`config.mk`:
```
export PLATFORM = sky130hd
export DESIGN_NAME = tile_writeback
export DESIGN_NICKNAME = d
export VERILOG_FILES = /design/src/rtl/tile_writeback.sv
export SDC_FILE = /design/constraint.sdc
export NUM_CORES = 1
export LEC_CHECK = 0
export ABC_AREA = 1
export CAP_MARGIN = 30
export CORE_UTILIZATION = 48
export CTS_CLUSTER_DIAMETER = 30
export DETAILED_ROUTE_END_ITERATION = 16
export GPL_TIMING_DRIVEN = 0
export PLACE_DENSITY = 0.79
export SETUP_SLACK_MARGIN = 0.5
export SYNTH_ARGS = -nofsm -noshare
export SYNTH_HDL_FRONTEND = slang
export SYNTH_SLANG_ARGS = --single-unit
```
`constraint.sdc`:
```
create_clock -name clk -period 1.75 [get_ports clk]
set_input_delay 0.35 -clock clk [delete_from_list [all_inputs] [get_ports clk]]
set_output_delay 0.35 -clock clk [all_outputs]
set_load 0.01 [all_outputs]
```
`src/rtl/tile_writeback.sv`:
```
// -----------------------------------------------------------------------------
// tile_writeback
//
// Copies a 32x32 byte tile from a tile buffer into a 256-column image memory.
// The tile's top-left corner lands at image (PASTE_ROW, PASTE_COL). The tile
// is read row-major. Each write follows its read by one cycle, because the
// tile buffer returns data one cycle after ce_src.
//
// Configuration macro:
//   TILE_WRITEBACK_MIRROR_EN - when defined, each tile row is mirrored
//                              horizontally. The destination column becomes
//                              PASTE_COL + (31 - col). Read order and timing
//                              are the same in both builds.
//
// Parameters:
//   PASTE_ROW  destination image row of the tile's top-left corner (<= 96)
//   PASTE_COL  destination image column of the tile's top-left corner (<= 224)
//
// Ports:
//   clk       single clock, rising edge
//   rst       synchronous active-high reset
//   start     transfer request, sampled only in IDLE
//   busy      high while a transfer is in progress
//   done      one-cycle pulse at transfer completion
//   ce_src    tile buffer read enable
//   addr_src  tile buffer address, row*32+col
//   data_src  tile buffer read data, valid one cycle after ce_src
//   ce_dst    image memory chip enable
//   we_dst    image memory write enable
//   addr_dst  image address, (row+PASTE_ROW)*256 + destination column
//   data_dst  image write data, taken straight from data_src
// -----------------------------------------------------------------------------
module tile_writeback #(
    parameter int PASTE_ROW = 26,
    parameter int PASTE_COL = 122
) (
    input  logic        clk,
    input  logic        rst,
    input  logic        start,
    output logic        busy,
    output logic        done,
    output logic        ce_src,
    output logic [9:0]  addr_src,
    input  logic [7:0]  data_src,
    output logic        ce_dst,
    output logic        we_dst,
    output logic [14:0] addr_dst,
    output logic [7:0]  data_dst
);

    typedef enum logic [1:0] {
        IDLE   = 2'd0,
        READ   = 2'd1,
        DRAIN  = 2'd2,
        FINISH = 2'd3
    } state_t;

    localparam logic [9:0] LAST_INDEX = 10'd1023;

    state_t      state;
    // row/col hold the tile coordinate of the next read to issue.
    logic [4:0]  row;
    logic [4:0]  col;
    logic [4:0]  next_row;
    logic [4:0]  next_col;
    logic [4:0]  src_row;
    logic [4:0]  src_col;
    logic [4:0]  dst_col;
    logic [14:0] dst_addr;

    // Write data goes straight through. The buffer's read latency is already
    // matched by the one-cycle delay on the destination strobes.
    assign data_dst = data_src;

    always_comb begin
        // NOTE: every always_comb output gets a value on every path (defaults
        // first where needed) so that no latch is inferred.
        next_col = col + 5'd1;
        next_row = (col == 5'd31) ? row + 5'd1 : row;

        // The destination address comes from the address currently on the
        // read port. The registered copy then lines up with the returned data.
        src_row = addr_src[9:5];
        src_col = addr_src[4:0];
`ifdef TILE_WRITEBACK_MIRROR_EN
        dst_col = 5'd31 - src_col;
`else
        dst_col = src_col;
`endif
        // The legal parameter range keeps the full 15-bit result exact.
        dst_addr = (15'(src_row) + 15'(PASTE_ROW)) * 15'd256
                 + 15'(dst_col) + 15'(PASTE_COL);
    end

    always_ff @(posedge clk) begin
        // NOTE: sequential state uses non-blocking assignments only. Every
        // register then samples pre-edge values, whatever the statement order.
        if (rst) begin
            state    <= IDLE;
            row      <= '0;
            col      <= '0;
            busy     <= 1'b0;
            done     <= 1'b0;
            ce_src   <= 1'b0;
            addr_src <= '0;
            ce_dst   <= 1'b0;
            we_dst   <= 1'b0;
            addr_dst <= '0;
        end else begin
            // Write stage: registered copy of the read stage. The address is
            // forced to zero when the write stage is idle.
            ce_dst   <= ce_src;
            we_dst   <= ce_src;
            addr_dst <= ce_src ? dst_addr : '0;
            done     <= 1'b0;

            case (state)
                IDLE: begin
                    if (start) begin
                        state    <= READ;
                        busy     <= 1'b1;
                        ce_src   <= 1'b1;
                        addr_src <= {row, col};
                        row      <= next_row;
                        col      <= next_col;
                    end
                end
                READ: begin
                    if (addr_src == LAST_INDEX) begin
                        // The last read is on the port this cycle. Stop reading.
                        // The counters have already wrapped back to (0,0).
                        state    <= DRAIN;
                        ce_src   <= 1'b0;
                        addr_src <= '0;
                    end else begin
                        addr_src <= {row, col};
                        row      <= next_row;
                        col      <= next_col;
                    end
                end
                DRAIN: begin
                    // The last write is on the port this cycle.
                    state <= FINISH;
                    done  <= 1'b1;
                end
                FINISH: begin
                    state <= IDLE;
                    busy  <= 1'b0;
                end
                default: begin
                    state <= IDLE;
                end
            endcase
        end
    end

endmodule

```
Word level (Yosys, flattened, before mapping)
Cells that the tools add are included.
{"block": "classes", "n_addsub": 5, "eq_ne": 8, "n_mux": 18, "bitwise": 1, "reduce_logical": 9}
{"cell": "2-to-1 mux 5 bit", "count": 5}
{"cell": "2-to-1 mux 10 bit", "count": 2}
{"cell": "case mux 10 bit (2 select lines)", "count": 1}
{"cell": "case mux 5 bit (2 select lines)", "count": 2}
{"cell": "adder 14 x 5 -> 15 bit", "count": 1}
{"cell": "adder 15 x 7 -> 15 bit, second input constant", "count": 1}
{"cell": "adder 5 x 1 -> 5 bit, second input constant", "count": 2}
{"cell": "== test 10 bit, second input constant", "count": 1}
{"cell": "case mux 2 bit (4 select lines)", "count": 1}
{"cell": "adder 5 x 5 -> 6 bit, second input constant", "count": 1}
{"cell": "!= test 2 bit, second input constant", "count": 3}
{"cell": "AND reduction 2 bit", "count": 3}
{"cell": "AND reduction 3 bit", "count": 2}
{"cell": "== test 5 bit, second input constant", "count": 1}
{"cell": "== test 2 bit, second input constant", "count": 2}
{"cell": "2-to-1 mux 2 bit", "count": 2}
{"cell": "case mux 1 bit (2 select lines)", "count": 2}
{"cell": "nonzero test 2 bit", "count": 2}
{"cell": "2-to-1 mux 1 bit", "count": 3}
{"cell": "== test 2 x 1 -> 1 bit, second input constant", "count": 1}
{"cell": "logical NOT 2 bit", "count": 1}
{"cell": "OR reduction 2 bit", "count": 1}
{"cell": "NOT 1 bit", "count": 1}
{"block": "word_totals", "register_bits": 41, "in_bits": 11, "out_inout_bits": 38, "elab_cells": 50}

Depth between registers and ports, before layout
Gate-level depths: netlist (run 1).
{"block": "logic_depth", "word_depth": 4, "depth_mapped": 10, "mapped_depth_nobuf": 10}

Worst setup path after synthesis (run 1)
OpenSTA, ideal clock, no wires.
{"block": "synth_path", "path_kind": "flip-flop to flip-flop", "start": "register col[0]", "end": "register row[2]", "setup_time_ns": 0.064, "arrival_time_ns": 1.345, "required_ns": 1.686, "path_slack_ns": 0.341, "stages_incl_launch_ff": 11, "path_cell_list": "dfxtp_1 -> ha_1 -> nand2_1 -> nor2_1 -> ha_1 -> nand2_1 -> nor2_1 -> nand3_1 -> nand2_1 -> inv_1 -> nor2_1"}
{"block": "synth_between", "elab_chain_len": 4}
{"element": "from (decl)", "line_no": "63", "source": "logic [4:0] col;"}
{"element": "from (signal assigned)", "line_no": "125", "source": "col <= next_col;"}
{"element": "from (signal assigned)", "line_no": "138", "source": "col <= next_col;"}
{"element": "== test 5 bit (*)", "line_no": "79", "source": "next_row = (col == 5'd31) ? row + 5'd1 : row;"}
{"element": "2-to-1 mux 5 bit (*)", "line_no": "79"}
{"element": "2-to-1 mux 5 bit, on equally long branches", "line_no": "129, 119"}
{"element": "case mux 5 bit (2 select lines) (*)", "line_no": "117", "source": "case (state)"}
{"element": "to (signal assigned)", "line_no": "124", "source": "row <= next_row;"}
{"element": "to (signal assigned)", "line_no": "137", "source": "row <= next_row;"}
{"element": "to (decl)", "line_no": "62", "source": "logic [4:0] row;"}
Mark *: on every way between the ends. The rest lies on a longest branch, timed or not. The select of a mux whose other input is x is not followed.
A chain may end at the register's enable or synchronous reset.

Worst setup path after layout (run 1)
{"block": "layout_path", "start": "register addr_src[7]", "end": "register row[4]"}
{"block": "layout_between", "elab_chain_len": 3}
{"element": "from (decl)", "line_no": "43", "source": "output logic [9:0] addr_src,"}
{"element": "from (signal assigned)", "line_no": "123", "source": "addr_src <= {row, col};"}
{"element": "from (signal assigned)", "line_no": "136", "source": "addr_src <= {row, col};"}
{"element": "== test 10 bit", "line_no": "129", "source": "if (addr_src == LAST_INDEX) begin"}
{"element": "!= test 2 bit (no source line)"}
{"element": "AND reduction 3 bit (no source line)"}
Every way passes these cells.

==> summary.txt, run 1 <==
Cells and area
  – Area of the multi-input gates: 1050 sq um
  – Register area: 847 sq um
  – Antenna Cells: 0
  – Most common cell after layout, fill and taps aside: nand2_1
  – Post-layout util: 77.4%
  – Fill cells: 240
  – Synth-to-Final Area Change: 54.9%
  – Layout net count: 318
  – Share of layout cells above drive strength 1: 45.2%
  – Commonest cells after routing, fill and taps aside: nand2_1 (35), inv_1 (25), buf_4 (25), dfxtp_1 (25), dlygate4sd2_1 (23)

Floorplan
  – Die H: 63.7 um
  – Chip width: about 64 um
  – DIE AREA: 4060 sq um
  – # rows: 22
  – # IOs: 49
  – CORE AREA: 3660 sq um
  – Starting Density: between 40 and 50%

GRT
  – Met3 Usage GRT: 7.68%
  – GR peak layer: met2
  – Largest net degree at the start of global routing: 13
  – Met1 Resource Use GR: 25.0%
  – Tot GR Track Use: 23.2%
  – First-pass GRT wire length: roughly 7200 um
  – Total grt overflow: 0
  – Vias in the first global route: about 1.6k
  – Initial antenna violation count: 0
  – Met2 usage: about two fifths

Status
  – Outcome: completed

Power and ir drop
  – Int Pwr: 0.00191 W
  – Worst vdd ir: 1.03 mV
  – Sw Ratio: ~36%
  – Combinational power share: 37.7%
  – Sequential power share: between 30% and 40%
  – Leak: 1.25 nW
  – P_sw: 0.00108 W
  – Clock Power Share: about a quarter
  – Power density cells: 1050 nW/um^2

STA
  – Setup ws final: 0.251 ns
  – Least-Margin Pin Slew: 0.634 ns
  – Hold Worst Slack: about 0.29 ns
  – Post-route clock period utilization: 85.7%
  – Unrepaired setup endpoints after global routing: yes
  – Slew margin rel.: approximately 58%
  – Hold Fails Final Rpt: 0
  – Final Max Slew Viols: 0
  – Clock Skew: 0.00488 ns
  – Final setup vio count: 0
  – Setup_tns: 0 ns
  – Max Freq: 0.667 GHz
  – Fin crit period: 1.50 ns

Worst setup path
  – Slack of the worst reg-to-reg path: about 0.25 ns
  – Reg2reg path depth: 8
  – Startpoint Class: register
  – Worst EP arrival: 1.74 ns
  – Crit-path max FO: 5
  – Req. time, crit path: 1.99 ns
  – Reg2reg start: addr_src[7]
  – Critical path type: register to register
  – Critical R2R Capture: row[4]
  – Worst setup EP type: register

Clocking
  – Number of CTS-inserted buffers: 5
  – CTS tree: yes
  – Worst-path clk slew: 0.08 ns
  – # H-tree levels: 2
  – CTS Buffer Depth: 2
  – TritonCTS sink count: 40
  – Clock Tree Root: clkbuf_8
  – Hold_buf cts: 0
  – Clock latency on the worst-skew pair: 0.29 ns

Synthesis
  – Synthesized area per cell: 7.85 sq um
  – Syn nets: 253
  – Synth Register Bits: 40
  – Sequential share of the synthesized area: ~44%
  – Distinct cells, synth: 26
  – Synth Instances: between 200 and 250
  – Yosys warns: 0
  – Synth Cell Area: roughly 1800 sq um

Hold path
  – Hold_sp: rst
  – Hold Path End: col[1]
  – Hold Crit Class: input pin to register
  – Hold Path Stages: 2

Routing
  – Routed WL: 5050 um
  – Vias: 1773
  – Via/cell ratio: between 5 and 6
  – Post-route ant nets: 0
  – DRT Pass-1 Iters: 5
  – Initial detailed-routing violation count: 128
  – Residual DRC: 0
  – Per-cell routed wire length: 14.6 um

Placement
  – Worst slack at placement: approximately 0.14 ns
  – Final HPWL DP: 2490 um
  – GPL Wtd Cong: 0.801
  – PortBufs: 38

Job
  – Max Cap Viol: 0
-- metrics by stage --
step | area [sq um] | cells | power, W
floorplan | 1900 | 233 | 0.00169
global placement | 2340 | 319 | 0.00197
finish | 2830 | 347 | 0.00299
detailed placement | 2340 | 319 | 0.00199
CTS | 2640 | 337 | 0.00283
global route | 2830 | 347 | 0.00314
-- sequential cells by signal, summed over array words and instances, names as in the netlist --
name	count
addr_dst	14
addr_src	10
col	5
row	5
state	2
busy	1
ce_src	1
done	1
we_dst	1
-- worst max-delay path, cell delays in order (launching register included) --
cell	delay, ns
dfxtp_4	0.38
ha_4	0.15
nand2_4	0.06
nor2_4	0.17
nand4_4	0.22
buf_6	0.20
nand4_1	0.08
nand2_1	0.07
nor2_2	0.10
-- metal layers --
metal  wire (um)  up-vias
met4         209        0
met2        2580       71
met5           0        -
met3         236       25
li1            -      860
met1        2030      817
-- how the worst max path moves through the flow --
stage           startpoint           to  cells after the start
6_report       addr_src[7]       row[4]                      8
5_1_grt        addr_src[7]       row[2]                      8
4_1_cts        addr_src[0]  addr_src[0]                      2
3_5_place_dp         start       row[3]                      8
3_3_place_gp         start       row[2]                      9
2_1_floorplan       col[1]       row[3]                      9
-- synthesized netlist by cell type --
library cell | n | area share [%]
nand4_4 | 1 | 1.2
dfxtp_1 | 40 | 44
clkinv_1 | 1 | 0.21
a21oi_1 | 24 | 6.6
nor2_2 | 4 | 1.4
xor2_1 | 2 | 0.96
buf_6 | 2 | 1.2
clkbuf_1 | 1 | 0.21
buf_4 | 14 | 5.7
buf_2 | 2 | 0.55
nand4_1 | 4 | 1.4
o22ai_1 | 1 | 0.34
inv_2 | 1 | 0.21
nand2_2 | 2 | 0.68
o21ai_0 | 2 | 0.55
o21ai_2 | 1 | 0.48
nand2_1 | 44 | 9.0
nand3_2 | 1 | 0.55
nand4_2 | 1 | 0.68
nor2_1 | 17 | 3.5
inv_1 | 30 | 6.2
nor2_4 | 2 | 1.2
nor3_1 | 1 | 0.27
conb_1 | 1 | 0.21
nand3_1 | 25 | 6.8
ha_1 | 9 | 6.2
-- cell type report --
type,count,share of cell area (%)
well taps,48,2.12
plain buffers,19,5.34
flip-flops and latches,40,29.9
inverters,32,4.55
multi-input cells,143,37.2
repair buffers,57,17.1
clock buffers,6,2.56
clock inverters,2,1.24
-- kinds of logic (layout without fill, tap and decap cells) --
| logic type | Yosys count | count (layout) | share of synthesized area, % |
|---|---|---|---|
| AOI/OAI and AO/OA | 28 | 28 | 7.93 |
| adders and majority gates | 9 | 9 | 6.16 |
| DFF | 40 | 40 | 43.8 |
| xor gates and xnor gates | 2 | 2 | 0.958 |
| other | 1 | 1 | 0.205 |
| and+or+nand+nor | 102 | 103 | 26.7 |
| buffers and inverters | 51 | 116 | 14.3 |
-- power groups by stage --
stage	Combinational, W	Clock (W)	Sequential, W
after global routing	0.00122	0.000787	0.00114
after CTS	0.000960	0.000743	0.00113
after detailed placement	0.000850	0	0.00114
after global placement	0.000839	0	0.00113
after floorplan	0.000526	0	0.00116
final	0.00113	0.000738	0.00112
-- repair_timing --
action / CTS / global route
resized for setup: 107 / 56
buffers inserted: 6 / 10
setup endpoints to repair: 60 / 47
pin swaps: 6 / 20
hold endpoints to repair: 0 / 0
gates cloned: 4 / 0
(Power assumes the default switching activity.)
==> run 2: changes to the inputs <==
--- a/config.mk
+++ b/config.mk
@@ -6,12 +6,11 @@
 export NUM_CORES = 1
 export LEC_CHECK = 0
 export ABC_AREA = 1
-export CAP_MARGIN = 30
 export CORE_UTILIZATION = 48
 export CTS_CLUSTER_DIAMETER = 30
 export DETAILED_ROUTE_END_ITERATION = 16
 export GPL_TIMING_DRIVEN = 0
-export PLACE_DENSITY = 0.79
+export PLACE_DENSITY_LB_ADDON = 0.12
 export SETUP_SLACK_MARGIN = 0.5
 export SYNTH_ARGS = -nofsm -noshare
 export SYNTH_HDL_FRONTEND = slang
==> summary.txt, run 2 (synthesis gave the netlist of run 1 again) <==
Clocking
  – Worst-path clk slew: 0.08 ns
  – CTS tree: yes
  – Number of CTS-inserted buffers: 5
  – Hold_buf cts: 0
  – TritonCTS sink count: 40
  – Clock latency on the worst-skew pair: 0.29 ns
  – # H-tree levels: 2
  – Clock Tree Root: clkbuf_8
  – CTS Buffer Depth: 2

GRT
  – Met2 usage: 36.8%
  – Largest net degree at the start of global routing: 13
  – Total grt overflow: 0
  – GR peak layer: met2
  – Tot GR Track Use: 21.4%
  – First-pass GRT wire length: 6810 um
  – Met3 Usage GRT: 4.46%
  – Vias in the first global route: 1545
  – Met1 Resource Use GR: 25.4%
  – Initial antenna violation count: 0

STA
  – Fin crit period: 1.52 ns
  – Setup_tns: 0 ns
  – Post-route clock period utilization: between 80% and 90%
  – Slew margin rel.: 52.9%
  – Clock Skew: 0.00405 ns
  – Unrepaired setup endpoints after global routing: yes
  – Final setup vio count: 0
  – Final Max Slew Viols: 0
  – Least-Margin Pin Slew: around 0.71 ns
  – Max Freq: between 0.6 and 0.7 GHz
  – Hold Fails Final Rpt: 0

Hold path
  – Hold_sp: rst
  – Hold Path End: addr_src[0]
  – Hold Path Stages: 2
  – Hold Crit Class: input pin to register

Job
  – Max Cap Viol: 0

Placement
  – GPL Wtd Cong: 0.834
  – PortBufs: 38
  – Final HPWL DP: ~2600 um

Floorplan
  – Die H: 63.7 um
  – Starting Density: 50.0%
  – CORE AREA: 3660 sq um
  – # rows: 22
  – Chip width: about 64 um
  – # IOs: 49
  – DIE AREA: 4060 sq um

Power and ir drop
  – Worst vdd ir: 0.644 mV
  – Leak: 1.24 nW
  – Power density cells: roughly 1100 nW/um^2

Routing
  – Post-route ant nets: 0
  – Vias: 1730
  – Initial detailed-routing violation count: between 100 and 150
  – Residual DRC: 0
  – DRT Pass-1 Iters: 4
  – Routed WL: 4360 um
  – Via/cell ratio: roughly 5.0
  – Per-cell routed wire length: 12.6 um

Cells and area
  – Fill cells: 273
  – Top reg by flops: addr_dst
  – Layout net count: 316
  – Synth-to-Final Area Change: 52.7%
  – Commonest cells after routing, fill and taps aside: nand2_1 (35), inv_1 (26), buf_4 (24), dfxtp_1 (24), dlygate4sd2_1 (23)
  – Antenna Cells: 0
  – Most common cell after layout, fill and taps aside: nand2_1
  – Biggest regs: addr_dst: 14 flops, addr_src: 10 flops
  – Post-layout util: between 70 and 80%
  – Share of layout cells above drive strength 1: 43.1%
  – Max reg flops: 14

Worst setup path
  – Crit-path max FO: 3
  – Critical R2R Capture: row[2]
  – Reg2reg start: col[0]
  – Worst EP arrival: 1.75 ns
  – Critical path type: register to register
  – Req. time, crit path: 1.99 ns
  – Reg2reg path depth: 10
  – Startpoint Class: register
  – Slack of the worst reg-to-reg path: 0.23 ns
  – Worst setup EP type: register
  – CP Launch Point: col[0]

Status
  – Outcome: completed
[run 2: area by class of cell]
class | count | area (sq um) | area share (%)
clock inverters | 2 | 35.0 | 1.25
plain buffers | 19 | 151 | 5.42
repair buffers | 55 | 474 | 17.0
well taps | 48 | 60.1 | 2.15
inverters | 32 | 123 | 4.39
flip-flops and latches | 40 | 848 | 30.4
multi-input cells | 143 | 1030 | 36.8
clock buffers | 6 | 72.6 | 2.60
[run 2: worst max-delay path by stage]
| stage | to |
|---|---|
| floorplan | row[3] |
| global placement | row[3] |
| detailed placement | row[3] |
| CTS | row[2] |
| global route | row[2] |
| finish | row[2] |
[run 2: power breakdown]
| group | switching [W] | leakage (nW) | total [W] | internal, W |
|---|---|---|---|---|
| Sequential | 0.0000648 | 0.335 | 0.00110 | 0.00104 |
| Clock | 0.000321 | 0.0552 | 0.000744 | 0.000423 |
| Combinational | 0.000663 | 0.847 | 0.00117 | 0.000508 |
| Total | 0.00105 | 1.24 | 0.00302 | 0.00197 |
[run 2: layer usage]
layer	up-vias	wire [um]	share of wire (%)
met5	-	0	0
met4	0	76	1.7
met3	11	189	4.3
met2	55	2240	51
met1	801	1860	43
li1	863	-	-
[run 2: through the flow]
stage	worst slack [ns]	total power (W)	instances	hold WS (ns)	area (sq um)
after floorplan	0.429	0.00169	233	0.435	1900
after global placement	0.155	0.00198	319	0.455	2340
after detailed placement	0.145	0.00200	319	0.452	2340
after CTS	0.384	0.00290	343	0.265	2640
after global routing	0.147	0.00318	345	0.279	2790
final	0.231	0.00302	345	0.272	2790
[run 2: repair_timing]
action | 4_1_cts | 5_1_grt
pin swaps | 6 | 17
setup endpoints to repair | 60 | 45
cloned | 4 | 0
gates resized for setup | 97 | 51
buffers inserted | 12 | 2
[run 2: worst max-delay path: stages (launching register included)]
cell and delay [ns]:
dfxtp_4 0.37, ha_4 0.14, nand2_2 0.05, nor2_2 0.12
ha_2 0.23, nand2_4 0.09, nor2_4 0.16, nand3_2 0.11
nand2_2 0.10, inv_2 0.03, nor2_1 0.07
